## src/rtl/coso_beat_counter.sv

```systemverilog
// COSO TRNG digitiser: measures beat-signal periods in sampling-clock cycles,
// packs the low-order bits of each period into words on a valid/ready stream.
module coso_beat_counter #(
    parameter int CNT_WIDTH       = 8,
    parameter int BITS_PER_SAMPLE = 1,
    parameter int WORD_WIDTH      = 32,
    parameter int MIN_CNT         = 4
) (
    input  logic                  clk,
    input  logic                  rst,
    input  logic                  en,
    input  logic                  beat,
    output logic [WORD_WIDTH-1:0] rnd_data,
    output logic                  rnd_valid,
    input  logic                  rnd_ready,
    output logic [CNT_WIDTH-1:0]  cnt_out,
    output logic                  cnt_valid,
    output logic                  err_short,
    output logic                  err_sat,
    output logic                  err_ovf
);

    localparam int                   SAMPLES   = WORD_WIDTH / BITS_PER_SAMPLE;
    localparam int                   FILL_W    = $clog2(SAMPLES + 1);
    localparam logic [CNT_WIDTH-1:0] CNT_MAX   = '1;
    localparam logic [CNT_WIDTH-1:0] CNT_MIN   = CNT_WIDTH'(MIN_CNT);
    localparam logic [FILL_W-1:0]    FILL_LAST = FILL_W'(SAMPLES - 1);

    // input synchroniser
    logic b1_q, b1_d;
    logic b2_q, b2_d;

    // period counter and priming
    logic [CNT_WIDTH-1:0] cnt_q, cnt_d;
    logic                 primed_q, primed_d;

    // sample stage
    logic [CNT_WIDTH-1:0]       cnt_out_q, cnt_out_d;
    logic                       cnt_valid_q, cnt_valid_d;
    logic                       smp_ok_q, smp_ok_d;
    logic [BITS_PER_SAMPLE-1:0] smp_bits_q, smp_bits_d;

    // packer and output register
    logic [WORD_WIDTH-1:0] pack_q, pack_d;
    logic [FILL_W-1:0]     fill_q, fill_d;
    logic                  full_q, full_d;
    logic [WORD_WIDTH-1:0] rnd_data_q, rnd_data_d;
    logic                  rnd_valid_q, rnd_valid_d;

    // sticky error flags
    logic err_short_q, err_short_d;
    logic err_sat_q, err_sat_d;
    logic err_ovf_q, err_ovf_d;

    logic edge_det;
    logic sample;
    logic short_p;
    logic sat_p;

    always_comb begin
        b1_d = beat;
        b2_d = b1_q;

        edge_det = b1_q & ~b2_q;
        short_p  = cnt_q < CNT_MIN;
        sat_p    = cnt_q == CNT_MAX;
        sample   = edge_det & en & primed_q;

        // The counter reloads on every physical edge, even while disabled,
        // so it always reflects the time since the last beat rise.
        if (edge_det) begin
            cnt_d = CNT_WIDTH'(1);
        end else if (sat_p) begin
            cnt_d = cnt_q;
        end else begin
            cnt_d = cnt_q + CNT_WIDTH'(1);
        end

        primed_d = en ? (primed_q | edge_det) : 1'b0;

        cnt_out_d   = sample ? cnt_q : cnt_out_q;
        cnt_valid_d = sample;
        smp_ok_d    = sample & ~short_p & ~sat_p;
        smp_bits_d  = cnt_q[BITS_PER_SAMPLE-1:0];

        err_short_d = err_short_q | (sample & short_p);
        err_sat_d   = err_sat_q | sat_p;
    end

    always_comb begin
        pack_d = pack_q;
        fill_d = fill_q;
        full_d = 1'b0;

        if (smp_ok_q) begin
            pack_d = (pack_q << BITS_PER_SAMPLE) | WORD_WIDTH'(smp_bits_q);
            if (fill_q == FILL_LAST) begin
                fill_d = '0;
                full_d = 1'b1;
            end else begin
                fill_d = fill_q + FILL_W'(1);
            end
        end

        rnd_data_d  = rnd_data_q;
        rnd_valid_d = rnd_valid_q & ~rnd_ready;
        err_ovf_d   = err_ovf_q;

        // pack_q still holds the completed word here even if a new sample
        // shifts in during this same cycle.
        if (full_q) begin
            if (!rnd_valid_q || rnd_ready) begin
                rnd_data_d  = pack_q;
                rnd_valid_d = 1'b1;
            end else begin
                err_ovf_d = 1'b1;
            end
        end
    end

    always_ff @(posedge clk) begin
        if (rst) begin
            b1_q        <= 1'b0;
            b2_q        <= 1'b0;
            cnt_q       <= '0;
            primed_q    <= 1'b0;
            cnt_out_q   <= '0;
            cnt_valid_q <= 1'b0;
            smp_ok_q    <= 1'b0;
            smp_bits_q  <= '0;
            pack_q      <= '0;
            fill_q      <= '0;
            full_q      <= 1'b0;
            rnd_data_q  <= '0;
            rnd_valid_q <= 1'b0;
            err_short_q <= 1'b0;
            err_sat_q   <= 1'b0;
            err_ovf_q   <= 1'b0;
        end else begin
            b1_q        <= b1_d;
            b2_q        <= b2_d;
            cnt_q       <= cnt_d;
            primed_q    <= primed_d;
            cnt_out_q   <= cnt_out_d;
            cnt_valid_q <= cnt_valid_d;
            smp_ok_q    <= smp_ok_d;
            smp_bits_q  <= smp_bits_d;
            pack_q      <= pack_d;
            fill_q      <= fill_d;
            full_q      <= full_d;
            rnd_data_q  <= rnd_data_d;
            rnd_valid_q <= rnd_valid_d;
            err_short_q <= err_short_d;
            err_sat_q   <= err_sat_d;
            err_ovf_q   <= err_ovf_d;
        end
    end

    assign rnd_data  = rnd_data_q;
    assign rnd_valid = rnd_valid_q;
    assign cnt_out   = cnt_out_q;
    assign cnt_valid = cnt_valid_q;
    assign err_short = err_short_q;
    assign err_sat   = err_sat_q;
    assign err_ovf   = err_ovf_q;

endmodule

```

## config.mk

```make
export PLATFORM = sky130hd
export DESIGN_NAME = coso_beat_counter
export DESIGN_NICKNAME = d
export VERILOG_FILES = /design/src/rtl/coso_beat_counter.sv
export SDC_FILE = /design/constraint.sdc
export NUM_CORES = 1
export LEC_CHECK = 0
export ABC_AREA = 0
export ABC_CLOCK_PERIOD_IN_PS = 3400
export CAP_MARGIN = 20
export CORE_MARGIN = 2
export CORE_UTILIZATION = 58
export DETAILED_ROUTE_END_ITERATION = 12
export PLACE_DENSITY = 0.88
export SETUP_SLACK_MARGIN = 0.3
export SLEW_MARGIN = 20
export SYNTH_ARGS = -nofsm -noshare
export SYNTH_HDL_FRONTEND = slang
export SYNTH_SLANG_ARGS = --single-unit
export TNS_END_PERCENT = 20
```

## constraint.sdc

```tcl
create_clock -name clk -period 3.4 [get_ports clk]
set_clock_uncertainty 0.15 [all_clocks]
set_input_delay 0.68 -clock clk [delete_from_list [all_inputs] [get_ports clk]]
set_output_delay 0.68 -clock clk [all_outputs]
set_load 0.01 [all_outputs]
```

**Word-level counts from Yosys, hierarchy flattened**

Index checks and enable logic that the tools add are counted.

- Bits in registers: 97
- Output and inout port bits: 45
- Logic and storage cells: 54

- Add/sub/neg operators: 2
- Magnitude comparators: 1
- Equal/unequal tests: 3
- Multiplexer cells: 6
- Bitwise gates (word level): 18
- Reductions and logical operators: 7

Operators by type and width:

| operator | number |
|---|---|
| 32-bit by 1-bit OR with 32-bit output | 1 |
| 8-bit by 1-bit adder with 8-bit output, second input constant | 1 |
| 8-bit equality test, second input constant | 1 |
| 8-bit by 3-bit less-than comparator with 1-bit output, second input constant | 1 |
| 1-bit bitwise AND | 7 |
| 1-bit inverter | 7 |
| 6-bit by 1-bit adder with 6-bit output, second input constant | 1 |
| 6-bit by 5-bit equality test with 1-bit output, second input constant | 1 |
| 6-bit 2-to-1 mux | 1 |
| 2-bit OR reduction | 3 |
| 1-bit 2-to-1 mux | 5 |
| 2-bit AND reduction | 2 |
| 1-bit OR | 3 |
| 2-bit != test, second input constant | 1 |
| 1-bit zero test | 1 |
| 1-bit logical OR | 1 |

**Depth between registers and ports, before layout**

Gate-level depths: netlist of run 1.

- Depth in word-level cells: 6
- Gate-level depth with buffers: 5

**Worst setup path after synthesis of run 1**

Ideal clock, no wire load.

- Kind: input -> register
- Start: input port rnd_ready
- End: register rnd_data_q[10] (netlist: rnd_data[10])
- Library setup time: 0.070 ns
- Arrival: 1.428 ns
- Path slack: 1.752 ns
- Stages: 5
- Cell sequence: nand2b_1 -> clkbuf_1 -> clkbuf_1 -> nand3_1 -> a21oi_1

- Longest elaborated chain between the ends: 2

RTL lines:

| element | RTL line | RTL |
|---|---|---|
| from (decl) | 15 | `input logic rnd_ready,` |
| 1-bit logical OR | 112 | `if (!rnd_valid_q \|\| rnd_ready) begin` |
| 2-bit AND reduction (no source line) | -- |  |
| to (signal assigned) | 151 | `rnd_data_q <= rnd_data_d;` |
| to (decl) | 47 | `logic [WORD_WIDTH-1:0] rnd_data_q, rnd_data_d;` |

No other way between the ends.
A chain may end at the register's enable or synchronous reset.

**Worst setup path after layout of run 1**

- Start: register rnd_data_q[26] (netlist: rnd_data[26])
- End: output port rnd_data[26]

RTL lines:

| element | RTL line | RTL |
|---|---|---|
| to (decl) | 13 | `output logic [WORD_WIDTH-1:0] rnd_data,` |

No word-level cell between the ends.

==> run_results.csv, run 1 <==
group,metric,value,unit
setup_path,reg2reg_from,"smp_ok_q$_SDFF_PP0_",
synthesis,yosysMostFrequentCell,"dfxtp_1",
synthesis,ys.flop_type,"dfxtp_1",
setup_path,worst-path-max-fanout,2,
clock_tree,clock_latency,0.36,ns
drt,viasPerCell,5.661,
layout,layout.cells.non_filler,508,
clock_tree,cts_resized,0,
timing,maxSlewViolCount,0,
timing,hold_viol,0,
synthesis,synthDistinctLibCells,37,
grt,grt_pass1_wl,12010,um
setup_path,regToRegEndpoint,"pack_q[6]$_SDFFE_PP0P_",
timing,slew_headroom,41.90,%
floorplan,row_count,28,
worst_hold_path,min_path_type,"flop to flop",
setup_path,cpPeakStageDelay,0.54,ns
flow_run,max-cap-violations,0,
clock_tree,cts_buffers,9,
timing,setup_viol,0,
drt,routedWlPerCell,14.04,um
drt,antenna_left,0,
clock_tree,clk_pin_slew_worst_paths,0.09,ns
clock_tree,clock_path_buffers,2,
layout,fill_cells,414,
timing,rsz0062_at_grt,"false",
synthesis,yosys_warnings,0,
setup_path,crit_type,"flop to output port",
timing,fmax,479.5,MHz
synthesis,synth_top_cell_area_share,53.44,%
setup_path,r2r_cells,3,
synthesis,synth_seq_cells,97,
layout,num-nets-final,435,
power_and_ir_drop,max-vdd-ir-drop,0.3816,mV
setup_path,crit_required,2.57,ns
run_status,outcome,"finished, final reports clean",
synthesis,syn_inst,395,
setup_path,crit_chain,"clkdlybuf4s50_1",
clock_tree,cts_root_buf,"clkbuf_8",
place,numPlacedInstances,492,
layout,syn_to_final_growth,18.59,%
drt,dr_total_vias,2876,
layout,antennaDiodeCount,0,
timing,tightestPinTransition,0.8706,ns
clock_tree,ctsHoldBuffers,0,
clock_tree,post_cts_buffers,0,
grt,grtUsageTotal,20.80,%
timing,hold-worst-slack,0.3084,ns
synthesis,syn_avg_cell_area,9.199,um2
synthesis,synthTopCellsByArea,"dfxtp_1 53%, mux2i_1 9.4%, a21oi_1 6.7%",
clock_tree,ctsHtreeMaxLevel,3,
synthesis,synth_top_cells_by_count,"97 x dfxtp_1, 49 x a21oi_1, 42 x nor2_1",
setup_path,crit_buf_inv,1,
clock_tree,cts_tree,"yes",
timing,setup_ws,1.315,ns
synthesis,netlist_area,3633,um2
place,dp_slack,1.021,ns
drt,wl,7133,um
floorplan,chipWidth,83.15,um
synthesis,async_flop_share,0,%
setup_path,r2r_slack,1.71,ns
place,hpwlAfterDp,4497,um
timing,tns,0,ns
place,finalWeightedCongestion,0.8443,
drt,drt_pass1_iterations,4,
layout,drive_above_1_share,6.697,%
drt,drc_errors,0,
worst_hold_path,min-delay-start,"cnt_out[0]$_SDFFE_PP0P_",
floorplan,dieArea,6914,um2
drt,drt_iter0_markers,201,
power_and_ir_drop,powerDensity,463.9,nW/um2
power_and_ir_drop,p_leak,1.429,nW
setup_path,path_delay_family,"buffers and inverters",
floorplan,start_util,60.65,%
grt,grt_max_degree,72,
synthesis,synth_top_area_cell,"dfxtp_1",
synthesis,ys_seq_area_share,53.44,%
timing,period_needed,2.085,ns
clock_tree,clock-sinks,97,
setup_path,crit_slowest_cell,"clkdlybuf4s50_1",
worst_hold_path,holdPathStages,2,
setup_path,start_kind,"flop",
setup_path,cp.arrival,1.26,ns
timing,min_period_over_period,61.33,%
grt,grt_pass1_vias,2700,
floorplan,coreArea,5991,um2
synthesis,synth_edf_count,0,
grt,grt_antenna_before_repair,0,
floorplan,chipHeight,83.15,um
worst_hold_path,min_to,"cnt_out[0]$_SDFFE_PP0P_",
layout,design_area,4309,um2
place,placed_area,4091,um2
synthesis,syn_nets,402,
setup_path,worst_setup_path_end_kind,"output port",
grt,grt-ovfl-total,0,
floorplan,pin_count,50,
place,portBuffers,49,
per-layer routing:
metal,track usage (%),vias up,part of all wire (%)
met4,9.687,0,1.9
met2,34.68,81,48
met1,26.04,1340,45
li1,-,1443,-
met3,3.976,12,5.1
met5,0,-,0
registers in the layout, summed over array words and instances, names as in the netlist:
signal and count:
cnt_valid 1, err_sat 1, smp_ok_q 1, fill_q 6, rnd_valid 1, b2_q 1
pack_q 32, full_q 1, primed_q 1, err_ovf 1, cnt_q 8, rnd_data 32
err_short 1, b1_q 1, smp_bits_q 1, cnt_out 8
worst max path at each step:
| stage | from | to | cells after the start |
|---|---|---|---|
| final | rnd_data[26]$_SDFFE_PP0P_ | rnd_data[26] | 1 |
| after global routing | rnd_data[15]$_SDFFE_PP0P_ | rnd_data[15] | 1 |
| after CTS | rnd_valid$_SDFF_PP0_ | rnd_valid | 1 |
| after detailed placement | en | err_short$_SDFF_PP0_ | 4 |
| after global placement | en | err_short$_SDFF_PP0_ | 4 |
| after floorplan | rnd_ready | rnd_data[10]$_SDFFE_PP0P_ | 5 |
cell type report:
cell class,count,area (um2),share of cell area (%)
Tap cell,75,93.84,2.178
Inverter,3,11.26,0.2613
Clock inverter,6,90.09,2.091
Multi-Input combinational cell,263,1520,35.28
Sequential cell,97,1943,45.09
Clock buffer,10,127.6,2.962
Timing Repair Buffer,54,523.0,12.14
logic make-up after synthesis:
| logic type | count (synthesis) | synth area share, % |
|---|---|---|
| buffers and inverters | 35 | 4.786 |
| XOR/XNOR | 4 | 0.9644 |
| AO/OA/AOI/OAI | 89 | 12.81 |
| AND/OR/NAND/NOR | 134 | 17.94 |
| flip-flops | 97 | 53.44 |
| multiplexers | 34 | 9.366 |
| adder cells (fa/ha/maj) | 2 | 0.6886 |
where the power goes:
group | total (mW) | switching [mW] | leakage, nW | internal, mW
clock network | 0.818 | 0.400 | 0.107 | 0.419
registers | 1.15 | 0.00570 | 0.783 | 1.14
logic | 0.0349 | 0.0236 | 0.539 | 0.0112
total | 2.00 | 0.429 | 1.43 | 1.57
cells in the final DEF, fill, tap and decap left out, drive strengths merged, types with 6 or more instances in the layout:
master / Yosys / layout
o21ai: 35 / 35
nor2: 43 / 43
clkdlybuf4s50: 0 / 48
buf: 6 / 6
nand3: 35 / 35
nand2: 22 / 22
nor3: 7 / 7
mux2i: 34 / 34
a21oi: 49 / 49
clkbuf: 26 / 10
dfxtp: 97 / 97
metrics by stage:
stage | util (%) | power (mW)
2_1_floorplan | - | 1.200
3_5_place_dp | 68.30 | 1.207
5_1_grt | 71.93 | 2.059
4_1_cts | 71.93 | 2.006
6_report | 71.93 | 1.999
3_3_place_gp | 68.30 | 1.206
(Power assumes the default switching activity.)
==> run 2: changes to the inputs <==
- ABC_CLOCK_PERIOD_IN_PS: 3400 -> 1800
- CORE_UTILIZATION: 58 -> 48
- PLACE_DENSITY: 0.88 -> 0.78
- clock period: 3.4 -> 1.8 ns (I/O delays scaled with it)
==> run 2 against run 1 <==
  * Worst hold slack worse by 0.074 ns
  * Routed wire length decreased by 2.4%
  * Core utilization is 11 points lower
  * Highest routed layer unchanged
==> run_results.csv, run 2 (synthesis results as in run 1) <==
group,metric,value,unit
run_status,outcome,"finished, final reports clean",
place,hpwlAfterDp,4642,um
drt,drt_iter0_markers,201,
timing,period_needed,1.747,ns
setup_path,worst_setup_path_end_kind,"output port",
place,finalWeightedCongestion,0.8663,
power_and_ir_drop,power_frac_seq,59.3,%
timing,setup_viol,0,
drt,viasPerCell,5.316,
power_and_ir_drop,max-vdd-ir-drop,0.4162,mV
floorplan,pin_count,50,
clock_tree,ctsHoldBuffers,0,
clock_tree,post_cts_buffers,0,
setup_path,crit_end,"rnd_data[22]",
layout,utilization,60.71,%
layout,mostFrequentLayoutCells,"96 x dfxtp_1, 49 x a21oi_1, 42 x nor2_1",
setup_path,reg2reg_from,"cnt_q[0]$_SDFFE_PP0P_",
setup_path,path_delay_family,"buffers and inverters",
clock_tree,clock_latency,0.36,ns
flow_run,max-cap-violations,0,
timing,maxSlewViolCount,0,
layout,fill_cells,662,
drt,wl,6962,um
setup_path,crit_buf_inv,1,
drt,antenna_left,0,
layout,num-nets-final,441,
floorplan,chipWidth,91.01,um
worst_hold_path,min_path_type,"input pin to flop",
layout,drive_above_1_share,7.745,%
timing,hold-worst-slack,0.2344,ns
clock_tree,clock-sinks,97,
power_and_ir_drop,powerDensity,825.2,nW/um2
setup_path,regToRegEndpoint,"cnt_q[3]$_SDFFE_PP0P_",
setup_path,critical_path.startpoint,"rnd_data[22]$_SDFFE_PP0P_",
drt,drc_errors,0,
grt,grt_pass1_vias,2627,
grt,grt_antenna_before_repair,0,
layout,layout_commonest_cell,"dfxtp_1",
setup_path,crit_chain,"clkdlybuf4s50_1",
floorplan,coreArea,7292,um2
setup_path,cp.arrival,1.24,ns
setup_path,crit_type,"flop to output port",
floorplan,row_count,31,
power_and_ir_drop,power.switching,0.8118,mW
timing,hold_viol,0,
drt,dr_total_vias,2860,
setup_path,worst-path-max-fanout,2,
grt,grt-ovfl-total,0,
clock_tree,clk_pin_slew_worst_paths,0.10,ns
setup_path,r2r_cells,4,
timing,min_period_over_period,97.04,%
power_and_ir_drop,pwr-share-comb,2.0,%
clock_tree,cts_buffers,9,
timing,slew_headroom,72.21,%
power_and_ir_drop,p_int,2.841,mW
clock_tree,cts_tree,"yes",
setup_path,crit_cells,1,
drt,drt_pass1_iterations,4,
grt,grt_max_degree,50,
setup_path,cpPeakStageDelay,0.53,ns
worst_hold_path,min-delay-start,"rst",
layout,antennaDiodeCount,0,
setup_path,start_kind,"flop",
floorplan,dieArea,8282,um2
grt,grtUsageTotal,17.23,%
floorplan,chipHeight,91.01,um
floorplan,start_util,49.83,%
power_and_ir_drop,clkPwrFrac,38.8,%
clock_tree,clock_path_buffers,2,
clock_tree,ctsHtreeMaxLevel,3,
timing,tightestPinTransition,0.4125,ns
layout,syn_to_final_growth,21.83,%
drt,routedWlPerCell,12.94,um
setup_path,crit_slowest_cell,"clkdlybuf4s50_1",
place,portBuffers,49,
timing,rsz0062_at_grt,"true",
power_and_ir_drop,p_sw_share,22.22,%
setup_path,r2r_slack,0.19,ns
power_and_ir_drop,p_leak,1.693,nW
timing,fmax,572.5,MHz
setup_path,crit_required,1.29,ns
clock_tree,cts_root_buf,"clkbuf_8",
grt,grt_pass1_wl,11880,um
timing,tns,0,ns
-- run 2: cell count changes in the layout (fill, tap and decap cells not counted) --
cell / delta
clkdlybuf4s50_1: -21
nor2b_2: -1
inv_8: +1
dlymetal6s2s_1: +11
clkinv_2: -1
clkdlybuf4s15_1: +7
bufinv_16: -1
clkinvlp_4: +1
buf_12: +3
nor2b_1: +1
dlygate4sd2_1: +3
buf_4: +3
-- run 2: through the flow --
step	instances	total power [mW]	setup slack, ns	instance area (um2)
final	538	3.653	0.05324	4427
after detailed placement	522	2.286	0.06816	4202
after global placement	522	2.285	0.1242	4202
after CTS	538	3.686	0.03413	4399
after floorplan	395	2.266	0.3236	3633
after global routing	538	3.794	0.008178	4427
-- run 2: metal layers --
metal  GRT usage [%]  wire (um)
met1           22.72       3312
met2           27.72       3311
met5               0          0
met3           3.651        251
met4           6.692         87
-- run 2: how the worst min path moves through the flow --
stage | depth (start not counted) | slack [ns] | endpoint
after global routing | 2 | 0.25 | err_sat$_SDFF_PP0_
final | 2 | 0.23 | err_sat$_SDFF_PP0_
after global placement | 2 | 0.29 | cnt_out[7]$_SDFFE_PP0P_
after floorplan | 2 | 0.29 | pack_q[0]$_SDFFE_PP0P_
after detailed placement | 2 | 0.30 | cnt_out[2]$_SDFFE_PP0P_
after CTS | 2 | 0.23 | err_sat$_SDFF_PP0_
-- run 2: area by class of cell --
cell class	count	area, um2	area share, %
flip-flops and latches	97	1943	43.89
inverters	3	11.26	0.2544
clock inverters	6	73.82	1.668
well taps	99	123.9	2.798
clock buffers	10	127.6	2.883
repair buffers	60	629.4	14.22
multi-input cells	263	1518	34.28
-- run 2: repair_timing --
item / in CTS / in global routing
gates resized for setup: 17 / 11
pin swaps: 0 / 0
endpoints found under the setup margin: 50 / 56
-- run 2: worst register-to-register path, stage by stage (launching register included) --
cell and delay [ns]:
dfxtp_1 0.44, ha_1 0.26, nand4_1 0.20, o2111ai_1 0.29, mux2i_1 0.21
-- run 2: power by group through the flow --
stage | Sequential [mW] | Clock, mW | Combinational, mW
detailed placement | 2.21 | 0 | 0.0719
global placement | 2.21 | 0 | 0.0705
floorplan | 2.21 | 0 | 0.0558
global route | 2.17 | 1.55 | 0.0791
CTS | 2.16 | 1.45 | 0.0719
finish | 2.16 | 1.42 | 0.0712
==> run 3: changes to the inputs <==
- CORE_UTILIZATION: 48 -> 25
- PLACE_DENSITY: 0.78 -> 0.48
- SETUP_SLACK_MARGIN: 0.3 -> 0.1
==> run 3 against run 2 <==
  * Worst hold slack gained 0.026 ns
  * Register-to-register slack gained 0.02 ns
  * Cell count grew 16%
  * Non-clock buffer count grew 2
  * Routed wire length grew 15%
  * Combinational power grew 10%
  * Total power grew 8.8%
  * Design area grew 3.8%
  * Core utilization shrank 29 points
  * Count of clock-buffer cells in the layout grew 1
  * Maximum frequency grew 1.6%
  * Setup slack gained 0.027 ns
  * Largest cell class unchanged
==> run_results.csv, run 3 (synthesis results as in run 1) <==
group,metric,value,unit
timing,period_needed,1.719,ns
power_and_ir_drop,max-vdd-ir-drop,0.4552,mV
timing,rsz0062_at_grt,"true",
clock_tree,cts_tree,"yes",
setup_path,worst-path-max-fanout,2,
clock_tree,cts_root_buf,"clkbuf_16",
power_and_ir_drop,p_leak,1.676,nW
setup_path,crit_chain,"clkdlybuf4s50_1",
place,finalWeightedCongestion,0.7895,
clock_tree,ctsHoldBuffers,0,
setup_path,regToRegEndpoint,"err_short$_SDFF_PP0_",
drt,antenna_left,0,
place,portBuffers,49,
layout,mostFrequentLayoutCells,"96 x dfxtp_1, 49 x a21oi_1, 42 x nor2_1",
setup_path,crit_type,"flop to output port",
run_status,outcome,"finished, final reports clean",
timing,slew_headroom,73.21,%
drt,viasPerCell,4.559,
floorplan,chipHeight,124.6,um
clock_tree,post_cts_buffers,0,
timing,tightestPinTransition,0.3977,ns
drt,drt_pass1_iterations,4,
setup_path,crit_required,1.29,ns
grt,grt_max_degree,71,
clock_tree,clock_path_buffers,2,
setup_path,reg2reg_from,"cnt_q[4]$_SDFFE_PP0P_",
timing,setup_viol,0,
clock_tree,ctsHtreeMaxLevel,3,
setup_path,path_delay_family,"buffers and inverters",
setup_path,r2r_cells,3,
layout,drive_above_1_share,7.955,%
floorplan,start_util,25.29,%
drt,drc_errors,0,
floorplan,coreArea,14370,um2
timing,hold_viol,0,
clock_tree,clock_latency,0.34,ns
layout,antennaDiodeCount,0,
worst_hold_path,min_path_type,"input pin to flop",
worst_hold_path,min-delay-start,"rst",
layout,num-nets-final,443,
drt,routedWlPerCell,12.80,um
setup_path,crit_slowest_cell,"clkdlybuf4s50_1",
drt,wl,7988,um
timing,hold-worst-slack,0.2609,ns
setup_path,cp.arrival,1.21,ns
worst_hold_path,min_to,"err_short$_SDFF_PP0_",
clock_tree,clock-sinks,97,
setup_path,r2r_slack,0.21,ns
drt,dr_total_vias,2845,
timing,min_period_over_period,95.52,%
setup_path,worst_setup_path_end_kind,"output port",
layout,syn_to_final_growth,26.45,%
grt,grtUsageTotal,10.57,%
floorplan,dieArea,15510,um2
layout,fill_cells,1480,
worst_hold_path,holdPathStages,2,
clock_tree,cts_buffers,9,
clock_tree,clk_pin_slew_worst_paths,0.07,ns
flow_run,max-cap-violations,0,
layout,layout_commonest_cell,"dfxtp_1",
timing,fmax,581.6,MHz
grt,grt_antenna_before_repair,0,
setup_path,critical_path.startpoint,"rnd_data[16]$_SDFFE_PP0P_",
drt,drt_iter0_markers,174,
setup_path,crit_buf_inv,1,
grt,grt-ovfl-total,0,
timing,maxSlewViolCount,0,
place,hpwlAfterDp,5247,um
grt,grt_pass1_wl,13560,um
timing,tns,0,ns
floorplan,chipWidth,124.6,um
grt,grt_pass1_vias,2790,
setup_path,cpPeakStageDelay,0.54,ns
floorplan,pin_count,50,
floorplan,row_count,44,
setup_path,start_kind,"flop",
power_and_ir_drop,powerDensity,865.3,nW/um2
[run 3: cell types whose count changed in the layout (fill, tap and decap cells not counted), sizes merged]
cell           delta
bufinv            -1
dlygate4sd2       +6
clkdlybuf4s50     +5
dlymetal6s2s      -4
buf               +2
clkinvlp          -1
clkinv            +2
clkdlybuf4s15     -7
inv               -2
clkbuf            +1
[run 3: per-stage QoR]
| stage | setup slack [ns] | cell area (um2) | std cells | utilization [%] | power (mW) |
|---|---|---|---|---|---|
| 4_1_cts | 0.03498 | 4577 | 624 | 31.85 | 4.053 |
| 6_report | 0.08068 | 4594 | 624 | 31.97 | 3.976 |
| 3_3_place_gp | 0.1196 | 4325 | 609 | 30.10 | 2.290 |
| 2_1_floorplan | 0.3236 | 3633 | 395 | - | 2.266 |
| 3_5_place_dp | 0.06073 | 4325 | 609 | 30.10 | 2.292 |
| 5_1_grt | 0.03510 | 4594 | 624 | 31.97 | 4.130 |
[run 3: worst register-to-register path, cell delays in order (launching register included)]
cell and delay [ns]:
dfxtp_1 0.39, or4_4 0.56, o41a_1 0.35, nor2_2 0.08
[run 3: how the worst max path moves through the flow]
| stage | slack (ns) | end | cells past startpoint |
|---|---|---|---|
| floorplan | 0.32 | err_short$_SDFF_PP0_ | 4 |
| global placement | 0.12 | err_short$_SDFF_PP0_ | 4 |
| detailed placement | 0.06 | cnt_out[3]$_SDFFE_PP0P_ | 4 |
| CTS | 0.03 | cnt_out[2] | 1 |
| global route | 0.04 | err_ovf | 1 |
| finish | 0.08 | rnd_data[16] | 1 |
[run 3: where the power goes]
part	total [mW]	internal, mW	switching, mW
logic	0.0783	0.0265	0.0517
registers	2.16	2.15	0.00919
clock network	1.73	0.935	0.798
total	3.98	3.12	0.859
[run 3: routing by layer]
layer  global-route usage (%)  vias up  part of all wire, %
met5                        0        -                    0
met4                    5.420        0                  2.2
met3                    1.890       14                  2.1
met2                    17.07       32                   46
met1                    13.52     1350                   49
li1                         -     1449                    -
[run 3: timing repair]
action,in CTS,in global routing
resized for setup,9,7
pin swaps,0,0
endpoints found under the setup margin,45,36
[run 3: cell type report]
type / count / area, um2 / area share, %
Tap cell: 184 / 230.2 / 5.011
Clock inverter: 4 / 30.03 / 0.6536
Inverter: 3 / 11.26 / 0.2451
Timing Repair Buffer: 62 / 626.9 / 13.64
Multi-Input combinational cell: 263 / 1520 / 33.09
Sequential cell: 97 / 1943 / 42.29
Clock buffer: 11 / 232.7 / 5.065
